$ cat src/rtl/multiport_out_of_order_buffer_pkg.sv
// Shared helpers for the multiport out-of-order buffer.
// onehot_to_binary encodes a one-hot vector of up to MAX_SLOTS bits into a binary index.
package multiport_out_of_order_buffer_pkg;

    localparam int MAX_SLOTS       = 256;
    localparam int MAX_INDEX_WIDTH = 8;

    function automatic logic [MAX_INDEX_WIDTH-1:0] onehot_to_binary(input logic [MAX_SLOTS-1:0] onehot);
        logic [MAX_INDEX_WIDTH-1:0] index;
        index = '0;
        for (int i = 0; i < MAX_SLOTS; i++) begin
            if (onehot[i]) begin
                index = index | MAX_INDEX_WIDTH'(i);
            end
        end
        return index;
    endfunction

endpackage

$ cat src/rtl/multiport_out_of_order_buffer_first_ones.sv
// first_ones: finds the COUNT lowest set bits of a vector.
// Each result is one-hot, and found[c] flags that at least c+1 bits were set.
module first_ones #(
    parameter int WIDTH = 8,
    parameter int COUNT = 2
) (
    input  logic [WIDTH-1:0]            bits,
    output logic [COUNT-1:0][WIDTH-1:0] onehot,
    output logic [COUNT-1:0]            found
);

    logic [WIDTH-1:0] remaining;

    // x & -x isolates the lowest set bit; peel one off per result
    always_comb begin
        remaining = bits;
        onehot    = '0;
        found     = '0;
        for (int c = 0; c < COUNT; c++) begin
            onehot[c] = remaining & (~remaining + WIDTH'(1));
            found[c]  = |remaining;
            remaining = remaining & ~onehot[c];
        end
    end

endmodule

$ cat src/rtl/multiport_out_of_order_buffer.sv
// Multiport out-of-order buffer: WRITE_PORTS allocate free slots, READ_PORTS read or free any slot.
// Define MULTIPORT_OUT_OF_ORDER_BUFFER_LEVEL_EN to add the registered 'level' occupancy output (DEPTH up to 256).
module multiport_out_of_order_buffer
    import multiport_out_of_order_buffer_pkg::*;
#(
    parameter int WIDTH       = 8,
    parameter int DEPTH       = 8,
    parameter int WRITE_PORTS = 2,
    parameter int READ_PORTS  = 2,
    parameter int INDEX_WIDTH = $clog2(DEPTH)
) (
    input  logic                               clock,
    input  logic                               resetn,
    output logic                               full,
    output logic                               empty,
    input  logic [WRITE_PORTS-1:0]             write_enable,
    input  logic [WRITE_PORTS*WIDTH-1:0]       write_data,
    output logic [WRITE_PORTS-1:0]             write_ready,
    output logic [WRITE_PORTS*INDEX_WIDTH-1:0] write_index,
    input  logic [READ_PORTS-1:0]              read_enable,
    input  logic [READ_PORTS-1:0]              read_clear,
    input  logic [READ_PORTS*INDEX_WIDTH-1:0]  read_index,
    output logic [READ_PORTS*WIDTH-1:0]        read_data,
    output logic [READ_PORTS-1:0]              read_error
`ifdef MULTIPORT_OUT_OF_ORDER_BUFFER_LEVEL_EN
    ,
    output logic [INDEX_WIDTH:0]               level
`endif
);

    logic [DEPTH-1:0]                  valid;
    logic [DEPTH-1:0]                  valid_next;
    logic [DEPTH-1:0]                  free_slots;
    logic [DEPTH-1:0]                  write_mask;
    logic [DEPTH-1:0]                  clear_mask;
    logic [WIDTH-1:0]                  buffer [DEPTH];
    logic [WIDTH-1:0]                  write_value [DEPTH];
    logic [WRITE_PORTS-1:0][DEPTH-1:0] free_onehot;
    logic [WRITE_PORTS-1:0]            free_found;
    logic [READ_PORTS-1:0]             read_hit;

    assign free_slots = ~valid;

    first_ones #(
        .WIDTH (DEPTH),
        .COUNT (WRITE_PORTS)
    ) u_first_ones (
        .bits   (free_slots),
        .onehot (free_onehot),
        .found  (free_found)
    );

    // Port p always owns the p-th lowest free slot, so its index never depends on other ports
    always_comb begin
        write_ready = free_found;
        write_index = '0;
        write_mask  = '0;
        for (int s = 0; s < DEPTH; s++) begin
            write_value[s] = '0;
        end
        for (int p = 0; p < WRITE_PORTS; p++) begin
            write_index[p*INDEX_WIDTH +: INDEX_WIDTH] =
                INDEX_WIDTH'(onehot_to_binary(MAX_SLOTS'(free_onehot[p])));
            if (write_enable[p] && free_found[p]) begin
                write_mask = write_mask | free_onehot[p];
                for (int s = 0; s < DEPTH; s++) begin
                    if (free_onehot[p][s]) begin
                        write_value[s] = write_data[p*WIDTH +: WIDTH];
                    end
                end
            end
        end
    end

    // Decoding by slot compare leaves out-of-range indices with zero data, an error and no clear
    always_comb begin
        read_data  = '0;
        read_error = '0;
        read_hit   = '0;
        clear_mask = '0;
        for (int r = 0; r < READ_PORTS; r++) begin
            for (int s = 0; s < DEPTH; s++) begin
                if (read_index[r*INDEX_WIDTH +: INDEX_WIDTH] == INDEX_WIDTH'(s)) begin
                    read_data[r*WIDTH +: WIDTH] = buffer[s];
                    read_hit[r]                 = valid[s];
                    if (read_enable[r] && read_clear[r]) begin
                        clear_mask[s] = clear_mask[s] | valid[s];
                    end
                end
            end
            read_error[r] = read_enable[r] && !read_hit[r];
        end
    end

    // Writes only hit free slots and clears only valid ones, so the two masks never overlap
    assign valid_next = (valid & ~clear_mask) | write_mask;

    always_ff @(posedge clock or negedge resetn) begin
        if (!resetn) begin
            valid <= '0;
            full  <= 1'b0;
            empty <= 1'b1;
            for (int s = 0; s < DEPTH; s++) begin
                buffer[s] <= '0;
            end
        end else begin
            valid <= valid_next;
            full  <= &valid_next;
            empty <= ~|valid_next;
            for (int s = 0; s < DEPTH; s++) begin
                if (write_mask[s]) begin
                    buffer[s] <= write_value[s];
                end
            end
        end
    end

`ifdef MULTIPORT_OUT_OF_ORDER_BUFFER_LEVEL_EN
    localparam int LEVEL_WIDTH = INDEX_WIDTH + 1;

    always_ff @(posedge clock or negedge resetn) begin
        if (!resetn) begin
            level <= '0;
        end else begin
            level <= level + LEVEL_WIDTH'($countones(write_mask)) - LEVEL_WIDTH'($countones(clear_mask));
        end
    end
`endif

endmodule

$ cat config.mk
export PLATFORM = sky130hd
export DESIGN_NAME = multiport_out_of_order_buffer
export DESIGN_NICKNAME = d
export VERILOG_FILES = /design/src/rtl/multiport_out_of_order_buffer_pkg.sv /design/src/rtl/multiport_out_of_order_buffer_first_ones.sv /design/src/rtl/multiport_out_of_order_buffer.sv
export SDC_FILE = /design/constraint.sdc
export NUM_CORES = 1
export LEC_CHECK = 0
export CAP_MARGIN = 20
export CORE_UTILIZATION = 55
export DETAILED_ROUTE_END_ITERATION = 6
export PLACE_DENSITY_LB_ADDON = 0.08
export SYNTH_ARGS = -nofsm -noshare
export SYNTH_HDL_FRONTEND = slang
export SYNTH_HIERARCHICAL = 1
export SYNTH_SLANG_ARGS = --single-unit
export TNS_END_PERCENT = 10
$ cat constraint.sdc
create_clock -name clock -period 8.1 [get_ports clock]
set_input_delay 1.62 -clock clock [delete_from_list [all_inputs] [get_ports clock]]
set_output_delay 1.62 -clock clock [all_outputs]
set_load 0.02 [all_outputs]
# Yosys cells after proc, flatten, opt, wreduce, memory -nomap -nowiden

Cells that the tools add are included.

Bits of input ports: 30
Logic and storage cells: 159
Register bits: 74

Muxes and demuxes: 98
Bitwise gates (word level): 19
Eq/ne operators: 14
Reductions and logical operators: 15
Add/sub/neg operators: 2

Operator list:

| kind                                                                  | number |
|---|---|
| 8-bit 2-to-1 mux                                                      | 34 |
| 64-bit 2-to-1 mux                                                     | 2 |
| 1-bit 2-to-1 mux                                                      | 50 |
| 8-bit inverter                                                        | 5 |
| 8-bit AND                                                             | 4 |
| 3-bit equality test, second input constant                            | 8 |
| 3-bit 2-to-1 mux                                                      | 8 |
| 8-bit OR reduction                                                    | 3 |
| 8-bit by 1-bit adder with 8-bit output, second input constant         | 2 |
| 8-bit OR                                                              | 2 |
| 3-bit by 2-bit equality test with 1-bit output, second input constant | 4 |
| 2-bit 2-to-1 mux                                                      | 4 |
| 1-bit OR                                                              | 8 |
| 8-bit AND reduction                                                   | 1 |
| 3-bit by 1-bit equality test with 1-bit output, second input constant | 2 |
| 1-bit logical AND                                                     | 6 |
| 3-bit logical NOT                                                     | 2 |
| 1-bit logical NOT                                                     | 3 |

# Longest topological paths before layout

Gate-level depths: netlist (run 1).

Depth in word-level cells: 16
Mapped depth: 12

# By module

Netlist (run 1), hierarchy kept.

By module, submodules not included:

| module                        | area each (µm²) | times used | cells each |
|---|---|---|---|
| multiport_out_of_order_buffer | 4838.4          | 1          | 492 |
| first_ones                    | 350.3           | 1          | 52 |

# Worst setup path before layout (run 1)

OpenSTA, ideal clock, no wires.

Path kind: input to output
Start point: input read_index[1]
End point: output read_data[2]
Path slack: 3.416 ns
Stages: 7
Data arrival time: 3.064 ns
Path buffers: 3
Path through: buf_2 > buf_2 > buf_2 > mux2i_1 > o21ai_0 > a21oi_1 > o21ai_0

Word-level cells in the longest chain between the ends: 9
Elaborated cells on any way between the ends: 16

Ends and longest elaborated chain:

| element                       | RTL line                            | RTL |
|---|---|---|
| start, declared               | multiport_out_of_order_buffer.sv:22 | `input logic [READ_PORTS*INDEX_WIDTH-1:0] read_index,` |
| 3-bit logical NOT             | multiport_out_of_order_buffer.sv:83 | `if (read_index[r*INDEX_WIDTH +: INDEX_WIDTH] == INDEX_WIDTH'(s)) begin` |
| 8-bit 2-to-1 mux (7 in a row) | multiport_out_of_order_buffer.sv:83 |  |
| 8-bit 2-to-1 mux (*)          | multiport_out_of_order_buffer.sv:83 |  |
| end, declared                 | multiport_out_of_order_buffer.sv:23 | `output logic [READ_PORTS*WIDTH-1:0] read_data,` |

Every way passes the cells marked *; elsewhere a longest branch is shown, timed or not.

# Worst setup path in the final report (run 1)

Start point: input read_index[1]
End point: output read_data[1]

The elaborated chain is that of the path after synthesis.

==> results.ini, run 1 <==
[pwr]
clockPowerShare_pct = 15.4
vdd_drop_max_uv = 197
switching_share_pct = 41.7
power_w = 0.00215
power_per_cell_area_nw_per_um2 = 368
intPower_w = 0.00125
p_sw_w = 0.000894
p_comb_share_pct = 51.9
leakage_nw = 2.75
pwr-share-seq_pct = 32.7

[floorplanning]
initial_utilization_pct = 56.4
coreArea_um2 = 9200
die_h_um = 99.1
die_w_um = 99.1
row_count = 35
die-area_um2 = 9830
num_io_pins = 58

[grt]
gr-total-overflow = 0
grt_pass1_wl_um = 23500
grt_util_all_layers_pct = 32.0
grt_pass1_vias = 4246
antenna_found_initial = 0
grt_max_degree = 75

[yosys]
ys.warnings.count = 6
async_flop_share_pct = 100
synth-edff-count = 0
synth-main-ff-cell = dfrtp_1
synthesis.nets = 574
synth_seq_cells = 74
ys_seq_area_share_pct = 35.7
syn_area_per_cell_um2 = 9.54
netlist_area_um2 = 5190
yosys.cell_types.count = 60
synthCells = 544

[timing]
worstMarginPinSlew_ns = 1.07
period_share_pct = 77.9
fmax_mhz = 158
max_slew_margin_pct = 28.2
min_period_ns = 6.31
setup_viol = 0
hold_slack_ns = 0.571
slew_violations = 0
finalHoldViolCount = 0
tns_ns = 0
clock_skew_ns = 0.00961
rsz0062_at_grt = no

[detailed_routing]
drcViolationCount = 0
via_per_inst = 6.49
ant_nets = 0
drt_iter0_markers = 409
wl_per_cell_um = 21.8
wl_um = 14800
num_vias = 4390
drt_pass1_iterations = 5

[critical_path]
rr_worst_depth = 9
crit_arrival_ns = 4.69
worstReg2RegEnd = empty
path_max_fanout = 18
crit_path_end_kind = primary output
rrSetupSlack_ns = 4.46
critPathRequiredTime_ns = 6.48
r2r-start = valid[2]
cp-start-kind = primary input
worstSetupPathType = primary input to primary output

[worst_hold_path]
min_to = buffer[58]
hold_depth = 2
hold_path.startpoint = buffer[58]
hold_path_class = flip-flop to flip-flop

[finish]
diodes = 0
layout.nets = 591
fill_cells = 755
area_growth_pct = 12.5
mostFrequentLayoutCells = mux2i_1 (75), nand2_1 (75), o21ai_0 (73), dfrtp_1 (73), clkdlybuf4s50_1 (56)
fin_util_pct = 63.5
drive_above_1_share_pct = 10.8

[place]
gp_congestion = 0.959
dpl.hpwl_um = 9750
port_buffers = 57

[clocking]
ctsResizeCount = 0
cts_setup_buffers = 0
hold_buffers = 0
cts_buffers = 9
clk_latency_ns = 0.36
cts_root_buf = clkbuf_8
cts_buffer_depth = 2
cts_tree = done
cts_num_sinks = 74
htreeDepth = 3
clk_pin_slew_ns = 0.08

[run]
cap_violations = 0

[outcome]
outcome = completed

==> synthesized netlist by cell type, types with 2 or more instances <==
library cell	n	area, um^2
a21o_1	3	22.5
a21oi_1	22	110
a221o_1	4	40.0
a221oi_1	5	43.8
a22oi_1	5	37.5
a32oi_1	3	26.3
and2_1	4	25.0
and3_1	11	68.8
and3b_1	2	17.5
buf_1	3	11.3
buf_2	6	30.0
buf_4	5	37.5
buf_6	6	67.6
clkbuf_1	31	116
dfrtp_1	73	1830
inv_1	11	41.3
mux2_2	8	90.1
mux2i_1	75	751
mux4_1	5	131
mux4_2	16	360
nand2_1	75	282
nand2_8	2	40.0
nand3_1	3	15.0
nand4_1	2	12.5
nor2_1	35	131
nor2b_1	6	37.5
o211a_1	2	20.0
o21ai_0	73	365
o22ai_1	5	31.3
or2_2	2	12.5
or3b_2	2	17.5
or4_1	9	67.6
xor2_1	3	26.3
==> how the worst max path moves through the flow <==
stage | from | slack, ns | to | cells past startpoint
after floorplan | read_index[1] | 3.42 | read_data[2] | 7
after global placement | read_index[1] | 1.92 | read_data[1] | 8
after detailed placement | read_index[1] | 1.90 | read_data[1] | 8
after CTS | read_index[1] | 1.87 | read_data[1] | 8
after global routing | read_index[1] | 1.63 | read_data[1] | 8
final | read_index[1] | 1.79 | read_data[1] | 8
==> registers in the layout, indices dropped and copies added, names as in the netlist <==
register	cells
buffer	64
valid	8
full	1
empty	1
==> cell families (layout without fill, tap and decap cells) <==
group	count (synthesis)	count (layout)	synth area share, %
and+or+nand+nor	167	167	16.5
AOI/OAI and AO/OA	128	128	14.6
muxes	104	104	25.7
DFF	74	74	35.7
buffers and inverters	65	86	6.61
xor gates and xnor gates	4	4	0.675
adders and majority gates	1	1	0.193
other	1	1	0.0723
==> metal layers <==
metal  routed length (um)  track usage (%)  vias up
li1                     -                -     1997
met1                 6360             45.6     2146
met2                 6830             49.9      220
met3                 1280             6.04       27
met4                  283             10.5        0
met5                    0                0        -
==> metrics by stage <==
stage	worst slack [ns]	std cells	area, um^2
floorplan	3.42	544	5190
global placement	1.92	661	5610
detailed placement	1.90	661	5610
CTS	1.87	676	5840
global route	1.63	676	5840
finish	1.79	676	5840
==> worst max-delay path, stage by stage <==
cell,delay [ns]
clkdlybuf4s50_1,0.90
buf_4,0.44
nor2b_2,0.46
nand2_1,0.11
o21ai_0,0.09
a21oi_1,0.10
o21ai_0,0.29
clkdlybuf4s50_1,0.67
==> power groups by stage <==
| stage | sequential, W | clock (W) | combinational [W] |
|---|---|---|---|
| 6_report | 0.000701 | 0.000331 | 0.00111 |
| 2_1_floorplan | 0.000644 | 0 | 0.000807 |
| 5_1_grt | 0.000719 | 0.000353 | 0.00122 |
| 3_5_place_dp | 0.000703 | 0 | 0.00110 |
| 3_3_place_gp | 0.000696 | 0 | 0.00108 |
| 4_1_cts | 0.000695 | 0.000335 | 0.00111 |
==> cell type report <==
type                    instances  area, um^2  share of cell area, %
clock buffers                  10         138                   2.36
clock inverters                 5        85.1                   1.46
inverters                      11        41.3                  0.707
multi-input cells             405        2990                   51.3
flip-flops and latches         74        1850                   31.7
well taps                     111         139                   2.38
repair buffers                 60         588                   10.1
(Power assumes the default switching activity.)
==> inputs of run 2 (changes only) <==
--- a/config.mk
+++ b/config.mk
@@ -6,7 +6,7 @@
 export NUM_CORES = 1
 export LEC_CHECK = 0
 export CAP_MARGIN = 20
-export CORE_UTILIZATION = 55
+export CORE_UTILIZATION = 52
 export DETAILED_ROUTE_END_ITERATION = 6
 export PLACE_DENSITY_LB_ADDON = 0.08
 export SYNTH_ARGS = -nofsm -noshare
==> constraint.sdc (replaced) <==
create_clock -name clock -period 5.1 [get_ports clock]
set_input_delay 1.02 -clock clock [delete_from_list [all_inputs] [get_ports clock]]
set_output_delay 1.02 -clock clock [all_outputs]
set_load 0.02 [all_outputs]
==> results.ini, run 2 (synthesis gave the netlist of run 1 again) <==
[floorplanning]
initial_utilization_pct = 53.3  ; -3.1 points
row_count = 36  ; +2.9%
die_h_um = 102  ; +2.8%
die-area_um2 = 10400  ; +5.6%
num_io_pins = 58  ; unchanged
die_w_um = 102  ; +2.8%
coreArea_um2 = 9730  ; +5.8%

[finish]
fill_cells = 866  ; +15%
diodes = 0  ; unchanged
largest_reg_flops = 64  ; unchanged
multi_input_area_um2 = 2990  ; unchanged
mostFrequentLayoutCells = mux2i_1 (75), nand2_1 (75), o21ai_0 (73), dfrtp_1 (73), clkdlybuf4s50_1 (56)
area_growth_pct = 14.2
largest_register = buffer
seqCellArea_um2 = 1850  ; unchanged
drive_above_1_share_pct = 11.9  ; +1.1 points
layout.cells.non_filler = 706  ; +4.4%
reg.largest.list = buffer (64), valid (8)
fin_util_pct = 60.9  ; -2.6 points
layout.nets = 598  ; +1.2%

[critical_path]
crit_top_cell = clkdlybuf4s50_1
worst_path_max_delay_cell = clkdlybuf4s50_1
crit_buf_inv = 2  ; -1
path_delay_family = buffers and inverters
worstPathCellList = clkdlybuf4s50_1 -> nor2b_1 -> a22oi_1 -> o22ai_1 -> a21oi_1 -> o21ai_0 -> clkdlybuf4s50_1
crit_arrival_ns = 3.58  ; -1.11 ns
cp-start-kind = primary input
path_max_fanout = 10  ; -8
crit_path_end_kind = primary output
critPathRequiredTime_ns = 4.08  ; -2.40 ns
worstSetupPathType = primary input to primary output
cp_slowest_stage_delay_ns = 0.70  ; -0.20 ns

[outcome]
outcome = completed

[detailed_routing]
drt_pass1_iterations = 5  ; unchanged
drt_iter0_markers = 300  ; -27%
wl_per_cell_um = 21.6  ; -1.2%
num_vias = 4420  ; +0.68%
drcViolationCount = 0  ; unchanged
wl_um = 15200  ; +3.2%
ant_nets = 0  ; unchanged
via_per_inst = 6.26  ; -3.6%

[grt]
antenna_found_initial = 0  ; unchanged
gr-total-overflow = 0  ; unchanged
grt_max_degree = 44  ; -41%
grt_pass1_vias = 4215  ; -0.73%
grt_pass1_wl_um = 23800  ; +1.1%
grt_util_all_layers_pct = 31.4  ; -0.61 points

[timing]
fmax_mhz = 217
setup_viol = 0  ; unchanged
slew_violations = 0  ; unchanged
clock_skew_ns = 0.00933  ; -0.000282 ns
worstMarginPinSlew_ns = 1.02  ; -0.0577 ns
period_share_pct = 90.2
finalHoldViolCount = 0  ; unchanged
tns_ns = 0  ; unchanged
max_slew_margin_pct = 31.3  ; +3.1 points
min_period_ns = 4.60
rsz0062_at_grt = no

[worst_hold_path]
hold_path_class = primary input to async pin

[clocking]
clk_pin_slew_ns = 0.07  ; about the same
cts_buffers = 9  ; unchanged
clk_latency_ns = 0.35  ; about the same
htreeDepth = 3  ; unchanged
cts_tree = done
ctsResizeCount = 0  ; unchanged
cts_num_sinks = 74  ; unchanged
cts_buffer_depth = 2  ; unchanged
cts_root_buf = clkbuf_8
hold_buffers = 0  ; unchanged
cts_setup_buffers = 0  ; unchanged

[pwr]
leakage_nw = 2.78  ; +1.2%
power_w = 0.00341  ; +59%
vdd_drop_max_uv = 283  ; +44%
power_per_cell_area_nw_per_um2 = 576  ; +57%

[place]
gp_congestion = 0.900  ; -6.2%
dp_cells = 689  ; +4.2%
port_buffers = 57  ; unchanged
dpl.hpwl_um = 10000  ; +3.0%

[run]
cap_violations = 0  ; unchanged

## run 2: worst paths after layout
kind | start | to | cells past startpoint | slack [ns]
min in group clock | buffer[61] | buffer[61] | 2 | 0.57
max in group asynchronous | resetn | buffer[25] | 3 | 3.70
hold reg to reg | buffer[61] | buffer[61] | 2 | 0.57
setup reg to reg | valid[2] | empty | 9 | 1.53
setup / recovery | read_index[2] | read_data[3] | 7 | 0.50
hold / removal | resetn | valid[4] | 1 | 0.47
## run 2: layout make-up
cell class                      count  area share, %
Clock buffer                       10           2.15
Clock inverter                      6           1.50
Inverter                           11          0.697
Multi-Input combinational cell    405           50.5
Sequential cell                    74           31.3
Tap cell                          133           2.81
Timing Repair Buffer               67           11.0
## run 2: per-layer routing
| layer | track usage, % | routed length (um) |
|---|---|---|
| met2 | 50.3 | 7310 |
| met5 | 0 | 0 |
| met4 | 8.68 | 197 |
| met1 | 43.8 | 6540 |
| met3 | 6.22 | 1190 |
## run 2: metrics by stage
step                instance area [um^2]  worst slack, ns  hold slack, ns
global placement                    5690            0.558           0.541
global route                        5920            0.353           0.465
floorplan                           5190             1.62           0.505
CTS                                 5900            0.518           0.573
detailed placement                  5690            0.528           0.555
finish                              5920            0.499           0.470
## run 2: where the power goes
| part | total (W) | internal [W] | switching, W |
|---|---|---|---|
| registers | 0.00111 | 0.000871 | 0.000236 |
| logic | 0.00179 | 0.000832 | 0.000956 |
| clock network | 0.000515 | 0.000277 | 0.000238 |
## run 2: worst register-to-register path, delay by kind of cell, from the launching register on
family / cells / cell delay (ns)
and+or+nand+nor: 5 / 2.24
buffers and inverters: 1 / 0.21
AOI/OAI and AO/OA: 3 / 0.65
DFF: 1 / 0.42
==> inputs of run 3 (changes only) <==
--- a/config.mk
+++ b/config.mk
@@ -7,6 +7,7 @@
 export LEC_CHECK = 0
 export CAP_MARGIN = 20
 export CORE_UTILIZATION = 52
+export CTS_CLUSTER_SIZE = 8
 export DETAILED_ROUTE_END_ITERATION = 6
 export PLACE_DENSITY_LB_ADDON = 0.08
 export SYNTH_ARGS = -nofsm -noshare
==> results of run 3 <==
Final layout, timing and power as in run 2 (identical DEF).
